<file path="src/rtl/mux_scan_pkg.sv">
// Shared types and helpers for the mux_scan channel multiplexer.
// Optional feature macro: MUX_SCAN_MASK_EN (scan skips channels whose mask bit is 0).
package mux_scan_pkg;

  typedef enum logic [0:0] {
    ST_MANUAL = 1'b0,
    ST_SCAN   = 1'b1
  } state_e;

  localparam logic MODE_MANUAL = 1'b0;
  localparam logic MODE_SCAN   = 1'b1;

  // Largest supported channel count; the search helper works on this width.
  localparam int MAX_CH = 64;

  typedef struct packed {
    logic       found;
    logic [5:0] idx;
  } next_ch_t;

  // Next channel after cur (circular, cur itself last) whose mask bit is set.
  // Steps are walked from far to near so the nearest hit is the one kept.
  function automatic next_ch_t next_enabled_ch(input logic [5:0]        cur,
                                               input logic [MAX_CH-1:0] mask,
                                               input int                n_ch);
    next_ch_t r;
    int       c;
    r.found = 1'b0;
    r.idx   = cur;
    for (int step = MAX_CH; step >= 1; step--) begin
      if (step <= n_ch) begin
        c = (int'(cur) + step) % n_ch;
        if (mask[6'(c)]) begin
          r.found = 1'b1;
          r.idx   = 6'(c);
        end
      end
    end
    return r;
  endfunction

endpackage

</file>
<file path="src/rtl/mux_scan_mux4_slice.sv">
// W-bit 4:1 combinational mux; one instance per group of four channels.
module mux4_slice #(
  parameter int W = 8
) (
  input  logic [4*W-1:0] d_i,
  input  logic [1:0]     sel_i,
  output logic [W-1:0]   y_o
);

  always_comb begin
    y_o = d_i[W-1:0];
    case (sel_i)
      2'd0:    y_o = d_i[0*W +: W];
      2'd1:    y_o = d_i[1*W +: W];
      2'd2:    y_o = d_i[2*W +: W];
      default: y_o = d_i[3*W +: W];
    endcase
  end

endmodule

</file>
<file path="src/rtl/mux_scan.sv">
// Pipelined N:1 channel mux with manual select and round-robin scan modes.
// Optional feature macro: MUX_SCAN_MASK_EN adds ch_mask to restrict scanned channels.
module mux_scan
  import mux_scan_pkg::*;
#(
  parameter  int N_CH  = 16,
  parameter  int W     = 8,
  parameter  int DWELL = 4,
  localparam int CW    = $clog2(N_CH)
) (
  input  logic              clk,
  input  logic              rst,
  input  logic              en,
  input  logic              mode,
  input  logic [CW-1:0]     sel,
  input  logic              sel_load,
`ifdef MUX_SCAN_MASK_EN
  input  logic [N_CH-1:0]   ch_mask,
`endif
  input  logic [N_CH*W-1:0] data_in,
  output logic [W-1:0]      data_out,
  output logic [CW-1:0]     ch_out,
  output logic              valid,
  output logic              wrap
);

  localparam int NG  = N_CH / 4;
  localparam int GW  = (NG > 1) ? $clog2(NG) : 1;
  localparam int DCW = $clog2(DWELL + 1);

  state_e          state_q, state_d;
  logic [CW-1:0]   ptr_q, ptr_d;
  logic [DCW-1:0]  dwell_q, dwell_d;
  logic            wrap_q, wrap_d;

  logic [W-1:0]    slice_y   [NG];
  logic [W-1:0]    s1_data_q [NG];
  logic [CW-1:0]   s1_ptr_q;
  logic            s1_vld_q;

  logic [W-1:0]    data_q;
  logic [CW-1:0]   ch_q;
  logic            valid_q;

  logic [GW-1:0]   grp;
  logic [MAX_CH-1:0] scan_mask;
  next_ch_t        nxt;
  logic            sel_ok;

  always_comb begin
    scan_mask = '0;
`ifdef MUX_SCAN_MASK_EN
    scan_mask[N_CH-1:0] = ch_mask;
`else
    scan_mask[N_CH-1:0] = '1;
`endif
  end

  assign nxt    = next_enabled_ch(6'(ptr_q), scan_mask, N_CH);
  assign sel_ok = (int'(sel) < N_CH);

  // Load beats mode change beats scan advance; an out-of-range sel is as if absent.
  always_comb begin
    state_d = state_q;
    ptr_d   = ptr_q;
    dwell_d = dwell_q;
    wrap_d  = 1'b0;
    if (en) begin
      state_d = (mode == MODE_SCAN) ? ST_SCAN : ST_MANUAL;
      if (sel_load && sel_ok) begin
        ptr_d   = sel;
        dwell_d = '0;
      end else if (state_d != state_q) begin
        dwell_d = '0;
      end else if (state_q == ST_SCAN) begin
        if (dwell_q == DCW'(DWELL - 1)) begin
          dwell_d = '0;
          if (nxt.found) begin
            ptr_d  = CW'(nxt.idx);
            wrap_d = (CW'(nxt.idx) <= ptr_q);
          end
        end else begin
          dwell_d = dwell_q + DCW'(1);
        end
      end
    end
  end

  always_ff @(posedge clk or posedge rst) begin
    if (rst) begin
      state_q <= ST_MANUAL;
      ptr_q   <= '0;
      dwell_q <= '0;
      wrap_q  <= 1'b0;
    end else begin
      state_q <= state_d;
      ptr_q   <= ptr_d;
      dwell_q <= dwell_d;
      wrap_q  <= wrap_d;
    end
  end

  for (genvar g = 0; g < NG; g++) begin : g_slice
    mux4_slice #(.W(W)) u_slice (
      .d_i   (data_in[g*4*W +: 4*W]),
      .sel_i (ptr_q[1:0]),
      .y_o   (slice_y[g])
    );
  end

  if (NG > 1) begin : g_grp
    assign grp = s1_ptr_q[CW-1:2];
  end else begin : g_grp1
    assign grp = '0;
  end

  always_ff @(posedge clk or posedge rst) begin
    if (rst) begin
      for (int g = 0; g < NG; g++) s1_data_q[g] <= '0;
      s1_ptr_q <= '0;
      s1_vld_q <= 1'b0;
      data_q   <= '0;
      ch_q     <= '0;
      valid_q  <= 1'b0;
    end else if (en) begin
      for (int g = 0; g < NG; g++) s1_data_q[g] <= slice_y[g];
      s1_ptr_q <= ptr_q;
      s1_vld_q <= 1'b1;
      data_q   <= s1_data_q[grp];
      ch_q     <= s1_ptr_q;
      valid_q  <= s1_vld_q;
    end
  end

  assign data_out = data_q;
  assign ch_out   = ch_q;
  assign valid    = valid_q;
  assign wrap     = wrap_q;

endmodule

</file>
<file path="config.mk">
export PLATFORM = sky130hd
export DESIGN_NAME = mux_scan
export DESIGN_NICKNAME = d
export VERILOG_FILES = /design/src/rtl/mux_scan_pkg.sv /design/src/rtl/mux_scan_mux4_slice.sv /design/src/rtl/mux_scan.sv
export SDC_FILE = /design/constraint.sdc
export NUM_CORES = 1
export LEC_CHECK = 0
export ABC_AREA = 1
export CORE_MARGIN = 3
export CORE_UTILIZATION = 46
export CTS_CLUSTER_SIZE = 24
export DETAILED_ROUTE_END_ITERATION = 10
export GPL_TIMING_DRIVEN = 0
export PLACE_DENSITY = 0.86
export SYNTH_ARGS = -nofsm -noshare
export SYNTH_HDL_FRONTEND = slang
export SYNTH_SLANG_ARGS = --single-unit
</file>
<file path="constraint.sdc">
create_clock -name clk -period 2.8 [get_ports clk]
set_input_delay 0.56 -clock clk [delete_from_list [all_inputs] [get_ports clk]]
set_output_delay 0.56 -clock clk [all_outputs]
set_load 0.005 [all_outputs]
</file>
==> flow_metrics.py, run 1 <==
metrics = {
    "cts": {
        "cts_tree": "yes",
        "path_clk_slew_ns": 0.07,
        "htreeDepth": 3,
        "cts_buffers": 9,
        "clock-sinks": 59,
        "ctsRootBufferMaster": "clkbuf_8",
        "cts_resized": 0,
        "cts_buffer_depth": 2,
        "clkLatencyLatePin_ns": 0.34,
        "cts_setup_buffers": 0,
        "cts_hold_buf": 0,
    },
    "die": {
        "die-area_mm2": 0.00874,
        "dieHeight_um": 93.5,
        "start_util_pct": 48.0,
        "fp-row-count": 31,
        "ios": 151,
        "die_x_um": 93.5,
        "core_mm2": 0.00733,
    },
    "synth": {
        "synth_top_family_by_area": "simple AND/OR/NAND/NOR gates",
        "yosys_most_used_dff": "dfrtp_1",
        "synth_edf_count": 0,
        "muxShareOfSynthArea_pct": 0.284,
        "synthAdderAreaFrac_pct": 2.49,
        "syn_inst": 493,
        "synth-simple-area-share_pct": 29.5,
        "avgSynthCellArea_um2": 7.14,
        "ys_warn_count": 0,
        "syn-cell-area_mm2": 0.00352,
        "async_flop_share_pct": 100,
        "synth-seq-area-share_pct": 41.9,
        "synth_seq_cells": 59,
        "ys_types": 25,
        "yosys.area_share.xor_xnor_pct": 0,
        "syn-num-nets": 637,
        "synth_compound_area_share_pct": 17.9,
    },
    "power": {
        "power.total_mw": 3.48,
        "cellLeakagePower_nw": 2.51,
        "powerDensity_mw_per_mm2": 655,
        "peakVddDrop_mv": 0.314,
    },
    "global_routing": {
        "antenna_found_initial": 0,
        "grt_pass1_wl_um": 19200,
        "grt_max_degree": 43,
        "grt-ovfl-total": 0,
        "use_met2_pct": 50.9,
        "busiest_layer": "met2",
        "use_met3_pct": 5.55,
        "grtUsageTotal_pct": 28.4,
        "grt_pass1_vias": 4170,
        "grt_use_met1_pct": 32.4,
    },
    "sta": {
        "finalSetupViolCount": 0,
        "fin_crit_sh_pct": 65.4,
        "tns_ns": 0,
        "worst_pin_slew_ns": 0.454,
        "fin_skew_ns": 0.00633,
        "max_freq_ghz": 0.546,
        "slew_violations": 0,
        "fin_crit_ns": 1.83,
        "rsz0062_at_grt": "false",
        "hold_violations": 0,
        "finalWorstSetupSlack_ns": 0.970,
        "maxSlewHeadroom_pct": 69.7,
        "fin_hold_ws_ns": 0.476,
    },
    "layout": {
        "drive_above_1_share_pct": 7.60,
        "final_util_pct": 72.5,
        "nets": 798,
        "antenna_cells": 0,
        "layout_commonest_cell": "nand2_1",
        "area_growth_pct": 51.0,
        "layout_common_cells": "nand2_1 (206), clkdlybuf4s50_1 (149), dfrtp_1 (59)",
        "final_area_mm2": 0.00532,
        "fin_cells": 757,
    },
    "drt": {
        "vias_per_cell": 5.39,
        "first_iter_violations": 227,
        "avgRoutedWirePerCell_um": 15.9,
        "drc": 0,
        "ant_nets": 0,
        "route.vias.total": 4080,
        "firstDrtPassIters": 5,
        "finalWirelength_um": 12000,
    },
    "placement": {
        "io_buffers": 149,
        "post-place-ws_ns": 0.821,
        "dpl.cell_count": 742,
        "postPlaceCellArea_mm2": 0.00516,
        "dp_hpwl_um": 9540,
        "place_congestion": 0.897,
    },
    "critical_path": {
        "end_kind": "flip-flop",
        "cp.required_ns": 3.02,
        "critical_path.startpoint_type": "flip-flop",
        "cp.arrival_ns": 2.05,
        "worstPathMaxFanout": 10,
        "worst-setup-path-type": "flip-flop to flip-flop",
    },
    "run": {
        "max_cap_violations": 0,
    },
    "min_path": {
        "min_path_type": "flip-flop to flip-flop",
    },
    "status": {
        "status": "complete, no violations",
    },
}
-- cell families after synthesis --
group,after synthesis
and+or+nand+nor,258
AOI/OAI and AO/OA,106
buffers and inverters,62
DFF,59
adders and majority gates,7
muxes,1
-- critical path, cell delays in order, from the launching register on --
cell	delay [ns]
dfrtp_1	0.50
inv_1	0.13
ha_1	0.32
buf_2	0.23
a21oi_1	0.17
nand3_1	0.13
o211ai_1	0.15
nand2_1	0.08
-- sequential cells by signal, indices dropped and copies added (netlist names) --
register	cells
ch_out	4
data_out	8
ptr_q	4
dwell_q	3
valid	1
wrap	1
s1_vld_q	1
s1_ptr_q	4
s1_data_q	32
state_q	1
-- final timing paths --
check | startpoint | to | slack (ns) | cells past startpoint
min reg2reg | valid$_DFFE_PP0P_ | valid$_DFFE_PP0P_ | 0.48 | 2
min in group asynchronous | rst | valid$_DFFE_PP0P_ | 0.51 | 2
min | valid$_DFFE_PP0P_ | valid$_DFFE_PP0P_ | 0.48 | 2
max | ptr_q[0]$_DFFE_PP0P_ | s1_data_q[23]$_DFFE_PP0P_ | 0.97 | 7
max reg2reg | ptr_q[0]$_DFFE_PP0P_ | s1_data_q[23]$_DFFE_PP0P_ | 0.97 | 7
max in group asynchronous | rst | s1_data_q[22]$_DFFE_PP0P_ | 1.74 | 3
-- area by class of cell --
type,instances,area [um2]
Tap cell,99,124
Clock inverter,3,15.0
Inverter,30,113
Timing Repair Buffer,150,1510
Buffer,32,164
Clock buffer,12,145
Fill cell,582,2010
Sequential cell,59,1480
Multi-Input combinational cell,372,1770
-- cell usage after synthesis (2+ instances only) --
cell type	number	area share [%]
nand2_1	206	22
o211ai_1	17	3.6
dfrtp_1	59	42
inv_1	27	2.9
clkbuf_1	4	0.43
a21oi_1	49	7.0
a22oi_1	16	3.4
o21ai_1	5	0.71
inv_2	2	0.21
nor2_1	10	1.1
o21ai_0	16	2.3
nand4_1	3	0.53
ha_1	7	2.5
nand3_1	36	5.1
buf_2	26	3.7
-- power breakdown --
part | switching (mW) | total (mW) | leakage (nW) | internal (mW)
Clock | 0.335 | 0.671 | 0.0860 | 0.336
Combinational | 0.858 | 1.55 | 1.71 | 0.689
Sequential | 0.159 | 1.26 | 0.713 | 1.11
-- routing by layer --
metal  routed length, um  vias to the layer above
li1                    -                     1948
met1                4650                     1924
met2                6120                      175
met3                 860                       33
met4                 395                        0
met5                   0                        -
(Power assumes the default switching activity.)
==> run 2, diff against run 1 <==
--- a/config.mk
+++ b/config.mk
@@ -7,11 +7,11 @@
 export LEC_CHECK = 0
 export ABC_AREA = 1
 export CORE_MARGIN = 3
-export CORE_UTILIZATION = 46
+export CORE_UTILIZATION = 39
 export CTS_CLUSTER_SIZE = 24
 export DETAILED_ROUTE_END_ITERATION = 10
 export GPL_TIMING_DRIVEN = 0
-export PLACE_DENSITY = 0.86
+export PLACE_DENSITY = 0.78
 export SYNTH_ARGS = -nofsm -noshare
 export SYNTH_HDL_FRONTEND = slang
 export SYNTH_SLANG_ARGS = --single-unit
==> constraint.sdc (replaced) <==
create_clock -name clk -period 1.5 [get_ports clk]
set_input_delay 0.3 -clock clk [delete_from_list [all_inputs] [get_ports clk]]
set_output_delay 0.3 -clock clk [all_outputs]
set_load 0.005 [all_outputs]
==> run 2 against run 1 <==
Net effect: combinational power increased by 120%; worst setup slack got worse by 0.96 ns; final cell count increased by 2.8%; via count decreased by 1.1%; die area increased by 17%; sequential share of layout area decreased by 1.6 points; flip-flop and latch count unchanged; critical path depth decreased by 6; clock skew decreased by 0.0016 ns.
==> flow_metrics.py, run 2 (synthesis gave the netlist of run 1 again) <==
metrics = {
    "status": {
        "status": "complete, no violations",
    },
    "die": {
        "die-area_mm2": 0.0102,
        "ios": 151,
        "core_mm2": 0.00876,
        "start_util_pct": 40.2,
        "dieHeight_um": 101,
        "fp-row-count": 34,
        "die_x_um": 101,
    },
    "critical_path": {
        "reg2reg_slack_ns": 0.02,
        "crit_chain": "clkdlybuf4s50_1",
        "end_kind": "output pin",
        "cp_slowest_cell": "clkdlybuf4s50_1",
        "reg2reg_depth": 6,
        "worstPathMaxFanout": 2,
        "cp.arrival_ns": 1.19,
        "critical-path-top-delay-family": "buffers and inverters",
        "rr_startpoint": "ptr_q[1]$_DFFE_PP0P_",
        "cpPeakStageDelay_ns": 0.50,
        "r2r-end": "s1_data_q[14]$_DFFE_PP0P_",
        "cp.required_ns": 1.20,
        "crit_buf_inv": 1,
        "worst-setup-path-type": "flip-flop to output pin",
        "critical_path.startpoint_type": "flip-flop",
    },
    "drt": {
        "route.vias.total": 4036,
        "drc": 0,
        "vias_per_cell": 5.19,
        "firstDrtPassIters": 5,
        "ant_nets": 0,
        "first_iter_violations": 225,
        "avgRoutedWirePerCell_um": 15.8,
        "finalWirelength_um": 12300,
    },
    "sta": {
        "slew_violations": 0,
        "max_freq_ghz": 0.672,
        "hold_violations": 0,
        "fin_crit_sh_pct": 99.2,
        "worst_pin_slew_ns": 0.531,
        "finalWorstSetupSlack_ns": 0.0114,
        "finalSetupViolCount": 0,
        "fin_skew_ns": 0.00469,
        "rsz0062_at_grt": "true",
        "fin_crit_ns": 1.49,
        "maxSlewHeadroom_pct": 64.5,
    },
    "layout": {
        "layout_commonest_cell": "nand2_1",
        "layout_common_cells": "nand2_1 (205), clkdlybuf4s50_1 (139), dfrtp_1 (57)",
        "multiInputGateArea_mm2": 0.00190,
        "nets": 809,
        "antenna_cells": 0,
        "seq_area_mm2": 0.00148,
        "largest_reg_flops": 32,
        "n_fill_cell": 760,
        "largest-register": "s1_data_q",
        "final_util_pct": 64.5,
        "drive_above_1_share_pct": 12.4,
        "area_growth_pct": 60.5,
    },
    "cts": {
        "ctsRootBufferMaster": "clkbuf_8",
        "cts_buffer_depth": 2,
        "htreeDepth": 3,
        "path_clk_slew_ns": 0.06,
        "clkLatencyLatePin_ns": 0.33,
        "cts_tree": "yes",
        "clock-sinks": 59,
        "cts_buffers": 9,
    },
    "min_path": {
        "min_path_type": "primary input to flip-flop",
        "hold_path_depth": 2,
        "hold_end": "s1_vld_q$_DFFE_PP0P_",
        "min_from": "en",
    },
    "global_routing": {
        "grt-ovfl-total": 0,
        "antenna_found_initial": 0,
        "grt_max_degree": 60,
        "grt_pass1_wl_um": 19000,
        "grtUsageTotal_pct": 23.9,
        "grt_pass1_vias": 4000,
    },
    "placement": {
        "dp_hpwl_um": 9480,
        "post-place-ws_ns": -0.319,
        "place_congestion": 0.847,
        "io_buffers": 149,
    },
    "power": {
        "powerDensity_mw_per_mm2": 1240,
        "cellLeakagePower_nw": 2.70,
        "peakVddDrop_mv": 0.583,
        "power.total_mw": 7.00,
    },
    "run": {
        "max_cap_violations": 0,
    },
}
-- run 2: changes by cell type in the layout (fill, tap and decap cells not counted), sizes merged --
cell / change
inv: -1
clkbuf: +2
clkdlybuf4s50: -10
dlygate4sd2: +2
dlymetal6s2s: +8
clkinv: -1
clkinvlp: +1
buf: +11
-- run 2: how the worst max path moves through the flow --
stage	endpoint	depth (start not counted)	from	slack, ns
after detailed placement	s1_data_q[14]$_DFFE_PP0P_	7	ptr_q[0]$_DFFE_PP0P_	-0.32
after global routing	s1_data_q[14]$_DFFE_PP0P_	7	ptr_q[0]$_DFFE_PP0P_	-0.03
after CTS	data_out[3]	1	data_out[3]$_DFFE_PP0P_	0.0002
final	data_out[1]	1	data_out[1]$_DFFE_PP0P_	0.01
after floorplan	s1_data_q[10]$_DFFE_PP0P_	7	ptr_q[0]$_DFFE_PP0P_	0.12
after global placement	s1_data_q[14]$_DFFE_PP0P_	7	ptr_q[0]$_DFFE_PP0P_	-0.27
-- run 2: where the power goes --
group | total (mW) | leakage [nW] | switching (mW) | internal, mW
registers | 2.36 | 0.711 | 0.288 | 2.07
clock network | 1.28 | 0.0905 | 0.596 | 0.686
logic | 3.36 | 1.90 | 1.77 | 1.59
total | 7.00 | 2.70 | 2.65 | 4.34
-- run 2: metal layers --
| metal | up-vias | GRT usage [%] | share of wire (%) | wire, um |
|---|---|---|---|---|
| met2 | 159 | 41.8 | 51 | 6270 |
| met1 | 1895 | 29.2 | 39 | 4810 |
| met5 | - | 0 | 0 | 0 |
| met3 | 24 | 5.47 | 7.7 | 950 |
| li1 | 1958 | - | - | - |
| met4 | 0 | 7.67 | 2.3 | 279 |
-- run 2: layout make-up --
| type | instances | area share (%) |
|---|---|---|
| multi-input combinational | 372 | 33.6 |
| timing repair buffer | 162 | 28.7 |
| sequential | 59 | 26.2 |
| buffer | 31 | 3.92 |
| clock buffer | 14 | 2.88 |
| tap | 108 | 2.39 |
| inverter | 30 | 2.15 |
| clock inverter | 2 | 0.177 |
-- run 2: timing repair --
action,in CTS,in global routing
buffers inserted,2,10
gates resized for setup,24,45
hold buffers,0,0
endpoints found under the hold margin,0,0
pin swaps,4,6
setup endpoints to repair,34,39
-- run 2: metrics by stage --
stage                     hold WS, ns  area, um2  std cells  setup TNS (ns)
after floorplan                 0.400       3520        493               0
after global placement          0.452       5150        750          -17.65
after detailed placement        0.450       5150        750          -20.01
after CTS                       0.285       5410        767               0
after global routing            0.283       5650        778          -0.122
final                           0.288       5650        778               0
